## src/rtl/i2s_audio_path_if.sv

```systemverilog
// Sample-side handshake of i2s_audio_path: source pair request/stage and received pair.
interface i2s_audio_path_if #(
   parameter int DW = 24
);
   logic          src_req;
   logic          src_valid;
   logic [DW-1:0] src_ldata;
   logic [DW-1:0] src_rdata;
   logic          rx_valid;
   logic [DW-1:0] rx_ldata;
   logic [DW-1:0] rx_rdata;

   modport master (
      input  src_req, rx_valid, rx_ldata, rx_rdata,
      output src_valid, src_ldata, src_rdata
   );

   modport slave (
      output src_req, rx_valid, rx_ldata, rx_rdata,
      input  src_valid, src_ldata, src_rdata
   );
endinterface

```

## src/rtl/i2s_audio_path.sv

```systemverilog
// I2S master datapath: one frame counter drives sclk/lrclk, the per-frame TX word
// (mute/source/loopback/saturating mix, then attenuation) and the RX deserialiser.
module i2s_audio_path #(
   parameter int DW       = 24,
   parameter int SW       = 32,
   parameter int FS_RATIO = 256
) (
   input  logic            clk,
   input  logic            rst,
   input  logic [1:0]      mode,
   input  logic [3:0]      atten,
   i2s_audio_path_if.slave aud,
   output logic            sclk,
   output logic            lrclk,
   output logic            sdo,
   input  logic            sdi,
   output logic            underrun
);
   localparam int DIV = FS_RATIO / (2 * SW);
   localparam int PW  = $clog2(DIV);
   localparam int BW  = $clog2(2 * SW);
   localparam int FW  = 2 * SW;

   localparam logic [PW-1:0] P_HALF = PW'(DIV / 2);
   localparam logic [PW-1:0] P_LAST = PW'(DIV - 1);
   localparam logic [BW-1:0] B_SW   = BW'(SW);
   localparam logic [BW-1:0] B_LAST = BW'(FW - 1);
   localparam logic [BW-1:0] B_LLSB = BW'(DW);
   localparam logic [BW-1:0] B_RMSB = BW'(SW + 1);
   localparam logic [BW-1:0] B_RLSB = BW'(SW + DW);

   // ph/slot run one cycle ahead of the pins; ph_q/slot_q give the frame
   // position the pins currently show, so all outputs are plain registers.
   logic [PW-1:0] ph, ph_q;
   logic [BW-1:0] slot, slot_q;

   logic          src_req_q;
   logic          rx_valid_q;
   logic [DW-1:0] rx_ldata_q, rx_rdata_q;
   logic [DW-1:0] rx_sh_l, rx_sh_r;
   logic [DW-1:0] stage_l, stage_r;
   logic          staged, armed;
   logic [FW-1:0] tx_sr, tx_word;

   logic          frame_load, rx_sample, rx_done, accept;
   logic [DW-1:0] rx_r_nxt, lb_l, lb_r, src_l, src_r;
   logic signed [DW-1:0] pick_l, pick_r, att_l, att_r;

   function automatic logic [DW-1:0] sat_add(input logic [DW-1:0] a, input logic [DW-1:0] b);
      logic [DW:0]   s;
      logic [DW-1:0] r;
      s = {a[DW-1], a} + {b[DW-1], b};
      if (s[DW] != s[DW-1])
         r = s[DW] ? {1'b1, {(DW-1){1'b0}}} : {1'b0, {(DW-1){1'b1}}};
      else
         r = s[DW-1:0];
      return r;
   endfunction

   assign frame_load = (slot_q == B_LAST) && (ph_q == P_LAST);
   assign rx_sample  = (ph_q == P_HALF);
   assign rx_done    = rx_sample && (slot_q == B_RLSB);
   assign rx_r_nxt   = {rx_sh_r[DW-2:0], sdi};
   assign accept     = aud.src_valid && (src_req_q || armed) && !frame_load;

   assign aud.src_req  = src_req_q;
   assign aud.rx_valid = rx_valid_q;
   assign aud.rx_ldata = rx_ldata_q;
   assign aud.rx_rdata = rx_rdata_q;

   always_ff @(posedge clk) begin
      if (rst) begin
         ph        <= '0;
         slot      <= '0;
         ph_q      <= '0;
         slot_q    <= '0;
         sclk      <= 1'b0;
         lrclk     <= 1'b0;
         src_req_q <= 1'b0;
      end else begin
         ph_q   <= ph;
         slot_q <= slot;
         if (ph == P_LAST) begin
            ph   <= '0;
            slot <= (slot == B_LAST) ? '0 : slot + 1'b1;
         end else begin
            ph <= ph + 1'b1;
         end
         sclk      <= (ph >= P_HALF);
         lrclk     <= (slot >= B_SW);
         src_req_q <= (slot == '0) && (ph == '0);
      end
   end

   // Loopback forwards the right word when it completes on the load edge itself.
   always_comb begin
      src_l   = staged ? stage_l : '0;
      src_r   = staged ? stage_r : '0;
      lb_l    = rx_done ? rx_sh_l  : rx_ldata_q;
      lb_r    = rx_done ? rx_r_nxt : rx_rdata_q;
      pick_l  = '0;
      pick_r  = '0;
      case (mode)
         2'd1: begin
            pick_l = src_l;
            pick_r = src_r;
         end
         2'd2: begin
            pick_l = lb_l;
            pick_r = lb_r;
         end
         2'd3: begin
            pick_l = sat_add(src_l, lb_l);
            pick_r = sat_add(src_r, lb_r);
         end
         default: begin
            pick_l = '0;
            pick_r = '0;
         end
      endcase
      att_l   = pick_l >>> atten;
      att_r   = pick_r >>> atten;
      tx_word = ({{(FW-DW){1'b0}}, att_l} << (FW - 1 - DW)) |
                ({{(FW-DW){1'b0}}, att_r} << (SW - 1 - DW));
   end

   always_ff @(posedge clk) begin
      if (rst) begin
         tx_sr    <= '0;
         sdo      <= 1'b0;
         staged   <= 1'b0;
         armed    <= 1'b0;
         stage_l  <= '0;
         stage_r  <= '0;
         underrun <= 1'b0;
      end else begin
         if (ph_q == P_LAST) begin
            if (frame_load) begin
               sdo   <= tx_word[FW-1];
               tx_sr <= tx_word << 1;
            end else begin
               sdo   <= tx_sr[FW-1];
               tx_sr <= tx_sr << 1;
            end
         end
         if (frame_load) begin
            staged <= 1'b0;
            armed  <= 1'b0;
            if (mode[0] && !staged)
               underrun <= 1'b1;
         end else if (accept) begin
            stage_l <= aud.src_ldata;
            stage_r <= aud.src_rdata;
            staged  <= 1'b1;
            armed   <= 1'b0;
         end else if (src_req_q) begin
            armed <= 1'b1;
         end
      end
   end

   always_ff @(posedge clk) begin
      if (rst) begin
         rx_sh_l    <= '0;
         rx_sh_r    <= '0;
         rx_ldata_q <= '0;
         rx_rdata_q <= '0;
         rx_valid_q <= 1'b0;
      end else begin
         rx_valid_q <= 1'b0;
         if (rx_sample) begin
            if (slot_q >= BW'(1) && slot_q <= B_LLSB)
               rx_sh_l <= {rx_sh_l[DW-2:0], sdi};
            if (slot_q >= B_RMSB && slot_q <= B_RLSB)
               rx_sh_r <= rx_r_nxt;
            if (rx_done) begin
               rx_ldata_q <= rx_sh_l;
               rx_rdata_q <= rx_r_nxt;
               rx_valid_q <= 1'b1;
            end
         end
      end
   end
endmodule

```

## src/flat_wrapper.sv

```systemverilog
// flat-port wrapper written by rule: the top's interface ports become plain ports
module i2s_audio_path_flat 
#(
   parameter int DW       = 24,
   parameter int SW       = 32,
   parameter int FS_RATIO = 256
)
  (clk, rst, mode, atten, sclk, lrclk, sdo, sdi, underrun, aud_src_req, aud_rx_valid, aud_rx_ldata, aud_rx_rdata, aud_src_valid, aud_src_ldata, aud_src_rdata);
  i2s_audio_path_if #(.DW(DW)) aud_i ();
  input  logic clk;
  input  logic rst;
  input  logic [1:0] mode;
  input  logic [3:0] atten;
  output logic sclk;
  output logic lrclk;
  output logic sdo;
  input  logic sdi;
  output logic underrun;
  output wire logic [$bits(aud_i.src_req)-1:0] aud_src_req;
  output wire logic [$bits(aud_i.rx_valid)-1:0] aud_rx_valid;
  output wire logic [$bits(aud_i.rx_ldata)-1:0] aud_rx_ldata;
  output wire logic [$bits(aud_i.rx_rdata)-1:0] aud_rx_rdata;
  input wire logic [$bits(aud_i.src_valid)-1:0] aud_src_valid;
  input wire logic [$bits(aud_i.src_ldata)-1:0] aud_src_ldata;
  input wire logic [$bits(aud_i.src_rdata)-1:0] aud_src_rdata;
  assign aud_src_req = aud_i.src_req;
  assign aud_rx_valid = aud_i.rx_valid;
  assign aud_rx_ldata = aud_i.rx_ldata;
  assign aud_rx_rdata = aud_i.rx_rdata;
  assign aud_i.src_valid = aud_src_valid;
  assign aud_i.src_ldata = aud_src_ldata;
  assign aud_i.src_rdata = aud_src_rdata;
  i2s_audio_path #(.DW(DW), .SW(SW), .FS_RATIO(FS_RATIO)) u_core (.clk(clk), .rst(rst), .mode(mode), .atten(atten), .aud(aud_i), .sclk(sclk), .lrclk(lrclk), .sdo(sdo), .sdi(sdi), .underrun(underrun));
endmodule
```

## config.mk

```make
export PLATFORM = sky130hd
export DESIGN_NAME = i2s_audio_path_flat
export DESIGN_NICKNAME = d
export VERILOG_FILES = /design/src/rtl/i2s_audio_path_if.sv /design/src/rtl/i2s_audio_path.sv /design/src/flat_wrapper.sv
export SDC_FILE = /design/constraint.sdc
export NUM_CORES = 1
export LEC_CHECK = 0
export ABC_AREA = 1
export BUFFER_PORTS_ARGS = -buffer_cell sky130_fd_sc_hd__buf_4
export CAP_MARGIN = 15
export CORE_MARGIN = 4
export CORE_UTILIZATION = 40
export DETAILED_ROUTE_END_ITERATION = 10
export PLACE_DENSITY = 0.68
export SLEW_MARGIN = 25
export SYNTH_ARGS = -nofsm -noshare
export SYNTH_HDL_FRONTEND = slang
export SYNTH_SLANG_ARGS = --single-unit
```

## constraint.sdc

```tcl
create_clock -name clk -period 6.7 [get_ports clk]
set_input_delay 0.335 -clock clk [delete_from_list [all_inputs] [get_ports clk]]
set_output_delay 0.335 -clock clk [all_outputs]
set_load 0.01 [all_outputs]
```

==> results of run 1 <==
## per-layer routing
layer / vias up / wire [um]
met5: - / 0
met4: 0 / 1960
met3: 93 / 2320
met2: 449 / 25600
met1: 7450 / 21000
li1: 8019 / -
## registers in the layout, summed over array words and instances, names as in the netlist
register	count
u_core.tx_sr	56
u_core.aud.rx_ldata	24
u_core.aud.rx_rdata	24
u_core.rx_sh_l	24
u_core.stage_l	24
u_core.stage_r	24
u_core.rx_sh_r	23
u_core.slot	6
u_core.slot_q	6
u_core.ph	2
u_core.ph_q	2
u_core.armed	1
u_core.aud.rx_valid	1
u_core.aud.src_req	1
u_core.lrclk	1
u_core.sclk	1
u_core.sdo	1
u_core.staged	1
u_core.underrun	1
## critical path: cells and delay by family (launching register included)
| family | cells | cell delay [ns] |
|---|---|---|
| and+or+nand+nor | 18 | 2.85 |
| AOI/OAI and AO/OA | 3 | 0.78 |
| xor gates and xnor gates | 1 | 0.21 |
| DFF | 1 | 0.30 |
| adders and majority gates | 2 | 0.83 |
| buffers and inverters | 4 | 0.74 |
## through the flow
step                cell area [um2]  utilization [%]
floorplan                     15000                -
global placement              16100             43.7
detailed placement            16100             43.7
CTS                           17000             46.1
global route                  17000             46.1
finish                        17000             46.1
## report_power, final
group	switching (mW)	total [mW]	internal (mW)
sequential	0.0287	1.39	1.37
combinational	0.240	0.355	0.115
clock	0.560	1.31	0.749
total	0.828	3.06	2.23
## area by class of cell
type / instances / area (um2)
clock buffers: 37 / 691
clock inverters: 6 / 62.6
fillers: 3887 / 19800
inverters: 354 / 1330
multi-input cells: 1725 / 8620
flip-flops and latches: 223 / 4470
well taps: 468 / 586
repair buffers: 156 / 1200
## timing repair
item	4_1_cts	5_1_grt
resized for setup	0	0
hold buffers	13	0
hold endpoints to repair	13	0
## cell families (layout without fill, tap and decap cells)
logic type,Yosys count,count (layout)
and+or+nand+nor,1198,1198
buffers and inverters,483,553
AOI/OAI and AO/OA,447,447
DFF,223,223
adders and majority gates,54,54
xor gates and xnor gates,26,26
## cell usage in the layout (no fill, tap or decap), drive strengths merged
master	instances
or2	3
buf	143
and2	2
dfxtp	223
o21bai	2
a31o	1
nor4	3
fa	2
nand3	367
o22ai	38
o211ai	19
nor3	19
nor2	235
o21a	5
o21ai	221
dlygate4sd3	13
a211oi	2
a21oi	145
xor2	16
nand3b	8
clkinv	7
a21o	2
clkbuf	37
ha	52
a31oi	7
nor3b	2
o2111ai	2
o221a	3
nand2	533
bufinv	1
nand4	26
inv	352
xnor2	10
## path summary, 6_finish.rpt
kind,from,end,slack (ns)
setup / recovery,u_core.slot_q[0]$_SDFF_PP0_,u_core.tx_sr[28]$_SDFFE_PP0N_,0.86
hold / removal,aud_src_ldata[10],u_core.stage_l[10]$_SDFFE_PP0P_,0.02
setup reg to reg,u_core.slot_q[0]$_SDFF_PP0_,u_core.tx_sr[28]$_SDFFE_PP0N_,0.86
hold reg to reg,u_core.rx_sh_l[23]$_SDFFE_PP0P_,u_core.rx_sh_l[23]$_SDFFE_PP0P_,0.45
==> results.sh, run 1 <==
export IMPL_powerDensity_nw_per_um2=180
export IMPL_io_pins=112
export IMPL_status="completed"
export IMPL_ys_ff_latch=223
export IMPL_synthSimpleGateAreaFrac_pct=35.3
export IMPL_grt_pass1_vias=15300
export IMPL_synthTopCellsByCount="nand2_1, nand3_1, inv_1"
export IMPL_die_w_um=201
export IMPL_cts_inserted_buffers=25
export IMPL_grt_max_degree=77
export IMPL_io_buffers=111
export IMPL_setup_viol=0
export IMPL_synth_top_family_by_area="simple AND/OR/NAND/NOR gates"
export IMPL_fin_tns_setup_ns=0
export IMPL_rsz0062_at_grt="no"
export IMPL_worst_pin_slew_ns=0.819
export IMPL_fin_skew_ns=0.0195
export IMPL_rows=70
export IMPL_ys_async_sr_fraction_pct=0
export IMPL_yosysWarnings=0
export IMPL_fmax_mhz=171
export IMPL_max_vdd_ir_drop_mv=0.177
export IMPL_hold_depth=3
export IMPL_final_period_utilization_pct=87.2
export IMPL_start_util_pct=40.6
export IMPL_grtUsageMet1_pct=29.2
export IMPL_grt_busiest_layer="met2"
export IMPL_drt_antenna_violating_nets=0
export IMPL_firstDrtPassIters=5
export IMPL_max_stage_delay_ns=0.56
export IMPL_cts_tree="yes"
export IMPL_dp_cells=2913
export IMPL_yosysTopAreaCellShare_pct=29.9
export IMPL_via_per_inst=5.39
export IMPL_wl_per_cell_um=17.2
export IMPL_use_met3_pct=3.24
export IMPL_gr_usage_met2_pct=44.9
export IMPL_drv_slew=0
export IMPL_via_count=16000
export IMPL_die_area_um2=40500
export IMPL_drtIter0Drc=1264
export IMPL_die_h_um=201
export IMPL_path_class="flip-flop to flip-flop"
export IMPL_min_period_ns=5.84
export IMPL_clockBufferDepth=3
export IMPL_gp_congestion=0.959
export IMPL_track_usage_pct=24.5
export IMPL_synth_xor_area_share_pct=1.52
export IMPL_layout_setup_ws_ns=0.855
export IMPL_crit_required_ns=7.17
export IMPL_pre_cts_slack_ns=1.00
export IMPL_synth_area_top_cells="dfxtp_1, nand2_1, nand3_1, inv_1, o21ai_0"
export IMPL_coreArea_um2=36800
export IMPL_synth_most_common_cell="nand2_1"
export IMPL_overflow=0
export IMPL_synth_cell_type_count=47
export IMPL_leakage_nw=8.43
export IMPL_syn_nets=2543
export IMPL_netlist_area_um2=15000
export IMPL_power_total_mw=3.06
export IMPL_synthAdderAreaFrac_pct=4.62
export IMPL_synth_top_area_cell="dfxtp_1"
export IMPL_post_route_drc_count=0
export IMPL_cts_sinks=223
export IMPL_finalNetCount=2597
export IMPL_cts_setup_buffers=0
export IMPL_cap_viol_max_count=0
export IMPL_synth_edf_count=0
export IMPL_cpMostUsedCell="nand2_1"
export IMPL_path_clk_slew_ns=0.07
export IMPL_synth_main_ff_cell="dfxtp_1"
export IMPL_syn_avg_cell_area_um2=6.15
export IMPL_whs_ns=0.0226
export IMPL_relSlewSlack_pct=45.2
export IMPL_synth_seq_area_share_pct=29.9
export IMPL_grt_antenna_before_repair=0
export IMPL_dp_hpwl_um=38100
export IMPL_detail_route_wirelength_um=51000
export IMPL_rr_worst_depth=28
export IMPL_clock_latency_ns=0.54
export IMPL_drive_gt1_share_pct=9.24
export IMPL_grt_pass1_wl_um=81600
export IMPL_hold_class="input pin to flip-flop"
export IMPL_startpoint_type="flip-flop"
export IMPL_antenna_cells=0
export IMPL_instances_no_fill=2969
export IMPL_cp_slowest_cell="o21ai_0"
export IMPL_syn_to_final_growth_pct=13.4
export IMPL_worstPathMaxFanout=70
export IMPL_arrival_ns=6.32
export IMPL_crit_path_end_kind="flip-flop"
export IMPL_cts_root_buf="clkbuf_16"
export IMPL_synthMuxAreaShare_pct=0
export IMPL_hold_violations=0
export IMPL_htree_levels=1
export IMPL_synth_compound_area_share_pct=16.2
export IMPL_syn_inst=2431
No activity file was read; power rests on OpenSTA's default activity.
==> run 2, diff against run 1 <==
- ABC_AREA: 1 -> default
- CORE_MARGIN: 4 -> 3
==> run 2 against run 1 <==
Compared with the run above:
- synthesized cell count fell by 13%
- die area grew 1.9%
- clock power increased by 11%
- first-iteration DRC count increased by 33%
- utilization increased by 1.3 points
- wire length increased by 14%
- critical path type unchanged
- register-to-register slack got worse by 0.70 ns
- final cell count is 8.2% lower
- clock skew shrank 0.0028 ns
- sequential share of layout area decreased by 1.6 points
- fmax fell by 11%
==> results.sh, run 2 <==
export IMPL_path_class="flip-flop to flip-flop"
export IMPL_gp_congestion=0.978
export IMPL_layout_common_cells="nand2_1, a21oi_1, dfxtp_1, nor2_1, buf_4"
export IMPL_start_util_pct=40.9
export IMPL_whs_ns=0.0203
export IMPL_dpl_cell_area_um2=17000
export IMPL_grt_pass1_wl_um=90200
export IMPL_via_per_inst=6.15
export IMPL_fin_skew_ns=0.0167
export IMPL_synth_seq_area_share_pct=28.7
export IMPL_gr_usage_met2_pct=47.1
export IMPL_via_count=16800
export IMPL_drt_antenna_violating_nets=0
export IMPL_crit_path_end_kind="flip-flop"
export IMPL_cts_inserted_buffers=26
export IMPL_antenna_cells=0
export IMPL_status="completed"
export IMPL_drtIter0Drc=1675
export IMPL_pwr_share_clk_pct=45.2
export IMPL_worstPathMaxFanout=9
export IMPL_use_met3_pct=3.48
export IMPL_rows=71
export IMPL_post_route_drc_count=0
export IMPL_synthTopCellsByCount="nand2_1, a21oi_1, dfxtp_1"
export IMPL_yosysTopAreaCellShare_pct=28.7
export IMPL_synth_cell_type_count=89
export IMPL_synth_main_ff_cell="dfxtp_1"
export IMPL_pwr_share_seq_pct=42.9
export IMPL_die_w_um=203
export IMPL_grtUsageMet1_pct=33.5
export IMPL_rr_worst_depth=28
export IMPL_clock_latency_ns=0.57
export IMPL_cts_tree="yes"
export IMPL_leakage_nw=7.12
export IMPL_fmax_mhz=153
export IMPL_cap_viol_max_count=0
export IMPL_cts_root_buf="clkbuf_16"
export IMPL_netlist_area_um2=15600
export IMPL_overflow=0
export IMPL_dp_hpwl_um=42600
export IMPL_cpMostUsedCell="a21o_1"
export IMPL_grt_max_degree=118
export IMPL_synth_top_area_cell="dfxtp_1"
export IMPL_worst_pin_slew_ns=1.06
export IMPL_final_period_utilization_pct=97.7
export IMPL_die_h_um=203
export IMPL_syn_inst=2123
export IMPL_cts_sinks=223
export IMPL_powerDensity_nw_per_um2=178
export IMPL_syn_to_final_growth_pct=15.8
export IMPL_coreArea_um2=38000
export IMPL_grt_busiest_layer="met2"
export IMPL_p_switching_mw=0.885
export IMPL_yosysWarnings=0
export IMPL_finalNetCount=2309
export IMPL_die_area_um2=41300
export IMPL_drive_gt1_share_pct=13.1
export IMPL_hold_depth=3
export IMPL_relSlewSlack_pct=29.1
export IMPL_hold_class="input pin to flip-flop"
export IMPL_top_register="u_core.tx_sr"
export IMPL_max_vdd_ir_drop_mv=0.183
export IMPL_grt_pass1_vias=16000
export IMPL_internal_power_mw=2.33
export IMPL_drv_slew=0
export IMPL_hold_violations=0
export IMPL_detail_route_wirelength_um=58200
export IMPL_startpoint="u_core.slot_q[0]$_SDFF_PP0_"
export IMPL_arrival_ns=7.04
export IMPL_clockBufferDepth=3
export IMPL_largest_reg_flops=56
export IMPL_startpoint_type="flip-flop"
export IMPL_ys_ff_latch=223
export IMPL_p_comb_share_pct=11.9
export IMPL_wl_per_cell_um=21.4
export IMPL_ys_async_sr_fraction_pct=0
export IMPL_path_clk_slew_ns=0.07
export IMPL_nFillCells=3873
export IMPL_grt_antenna_before_repair=0
export IMPL_switching_share_pct=27.6
export IMPL_syn_nets=2235
export IMPL_layout_commonest_cell="nand2_1"
export IMPL_crit_required_ns=7.19
export IMPL_synth_most_common_cell="nand2_1"
export IMPL_setup_viol=0
export IMPL_firstDrtPassIters=6
export IMPL_io_pins=112
export IMPL_r2r_start="u_core.slot_q[0]$_SDFF_PP0_"
export IMPL_track_usage_pct=27.0
export IMPL_htree_levels=1
export IMPL_stdcell_area_um2=18000
export IMPL_min_period_ns=6.55
export IMPL_syn_avg_cell_area_um2=7.33
export IMPL_min_from="aud_src_rdata[16]"
export IMPL_cp_slowest_cell="a221oi_1"
export IMPL_synth_area_top_cells="dfxtp_1, nand2_1, a21oi_1, nor2_1, ha_1"
export IMPL_io_buffers=111
export IMPL_synth_edf_count=0
export IMPL_max_stage_delay_ns=0.46
-- run 2: changes by cell type after synthesis, moves of 30 or more --
cell	change
a211oi_1	+43
o21ai_0	-116
nand2_1	-186
mux2i_1	+62
nor3_1	+35
o22ai_1	-31
a21o_1	+30
and2_1	+61
inv_1	-273
a21oi_1	+87
nand3_1	-300
-- run 2: metrics by stage --
stage | setup slack (ns) | power, mW | utilization [%] | TNS, ns | cells
finish | 0.151 | 3.21 | 47.4 | 0 | 2725
global route | -0.0218 | 3.31 | 47.4 | -0.0334 | 2725
global placement | 0.137 | 1.77 | 44.7 | 0 | 2669
floorplan | 0.0172 | 1.64 | - | 0 | 2123
CTS | 0.0152 | 3.22 | 47.0 | 0 | 2715
detailed placement | 0.0331 | 1.78 | 44.7 | 0 | 2669
-- run 2: cell families (layout without fill, tap and decap cells) --
logic type	Yosys count	after routing	share of synthesized area [%]
and+or+nand+nor	834	834	24.3
AOI/OAI and AO/OA	677	678	29.3
DFF	223	223	28.7
buffers and inverters	216	306	5.43
muxes	83	83	5.79
adders and majority gates	54	54	4.44
xor gates and xnor gates	36	36	2.03
-- run 2: power groups by stage --
stage	Sequential, mW	Clock, mW	Combinational, mW
4_1_cts	1.38	1.47	0.371
3_3_place_gp	1.41	0	0.363
5_1_grt	1.38	1.52	0.412
3_5_place_dp	1.41	0	0.369
6_report	1.38	1.45	0.382
2_1_floorplan	1.40	0	0.239
-- run 2: final timing paths --
| check | to | slack, ns |
|---|---|---|
| worst max-delay path | u_core.tx_sr[14]$_SDFFE_PP0N_ | 0.15 |
| worst max register to register | u_core.tx_sr[14]$_SDFFE_PP0N_ | 0.15 |
| worst min-delay path | u_core.stage_r[16]$_SDFFE_PP0P_ | 0.02 |
| worst min register to register | u_core.tx_sr[14]$_SDFFE_PP0N_ | 0.45 |
-- run 2: layout make-up --
class	count	area (um2)	share of cell area, %
multi-input cells	1685	10400	57.6
flip-flops and latches	223	4460	24.8
clock inverters	13	131	0.729
inverters	75	282	1.56
repair buffers	186	1410	7.82
clock buffers	32	724	4.02
well taps	511	639	3.55
-- run 2: routing by layer --
metal | vias to the layer above | routed length, um
met5 | - | 0
met4 | 0 | 2680
met3 | 149 | 3830
met2 | 716 | 28500
met1 | 8040 | 23200
li1 | 7864 | -
-- run 2: critical path, delay by kind of cell, from the launching register on --
family                   cells  cell delay, ns
AO/OA/AOI/OAI               14            3.46
flip-flops                   1            0.33
XOR/XNOR                     1            0.15
buffers and inverters        3            0.38
multiplexers                 2            0.48
adder cells (fa/ha/maj)      2            0.51
AND/OR/NAND/NOR              6            1.17
-- run 2: repair_timing --
item / 4_1_cts / 5_1_grt
pin swaps: 0 / 7
endpoints found under the hold margin: 1 / 0
cloned: 0 / 1
endpoints found under the setup margin: 3 / 23
buffers inserted: 0 / 9
resized for setup: 1 / 16
hold buffers: 1 / 0
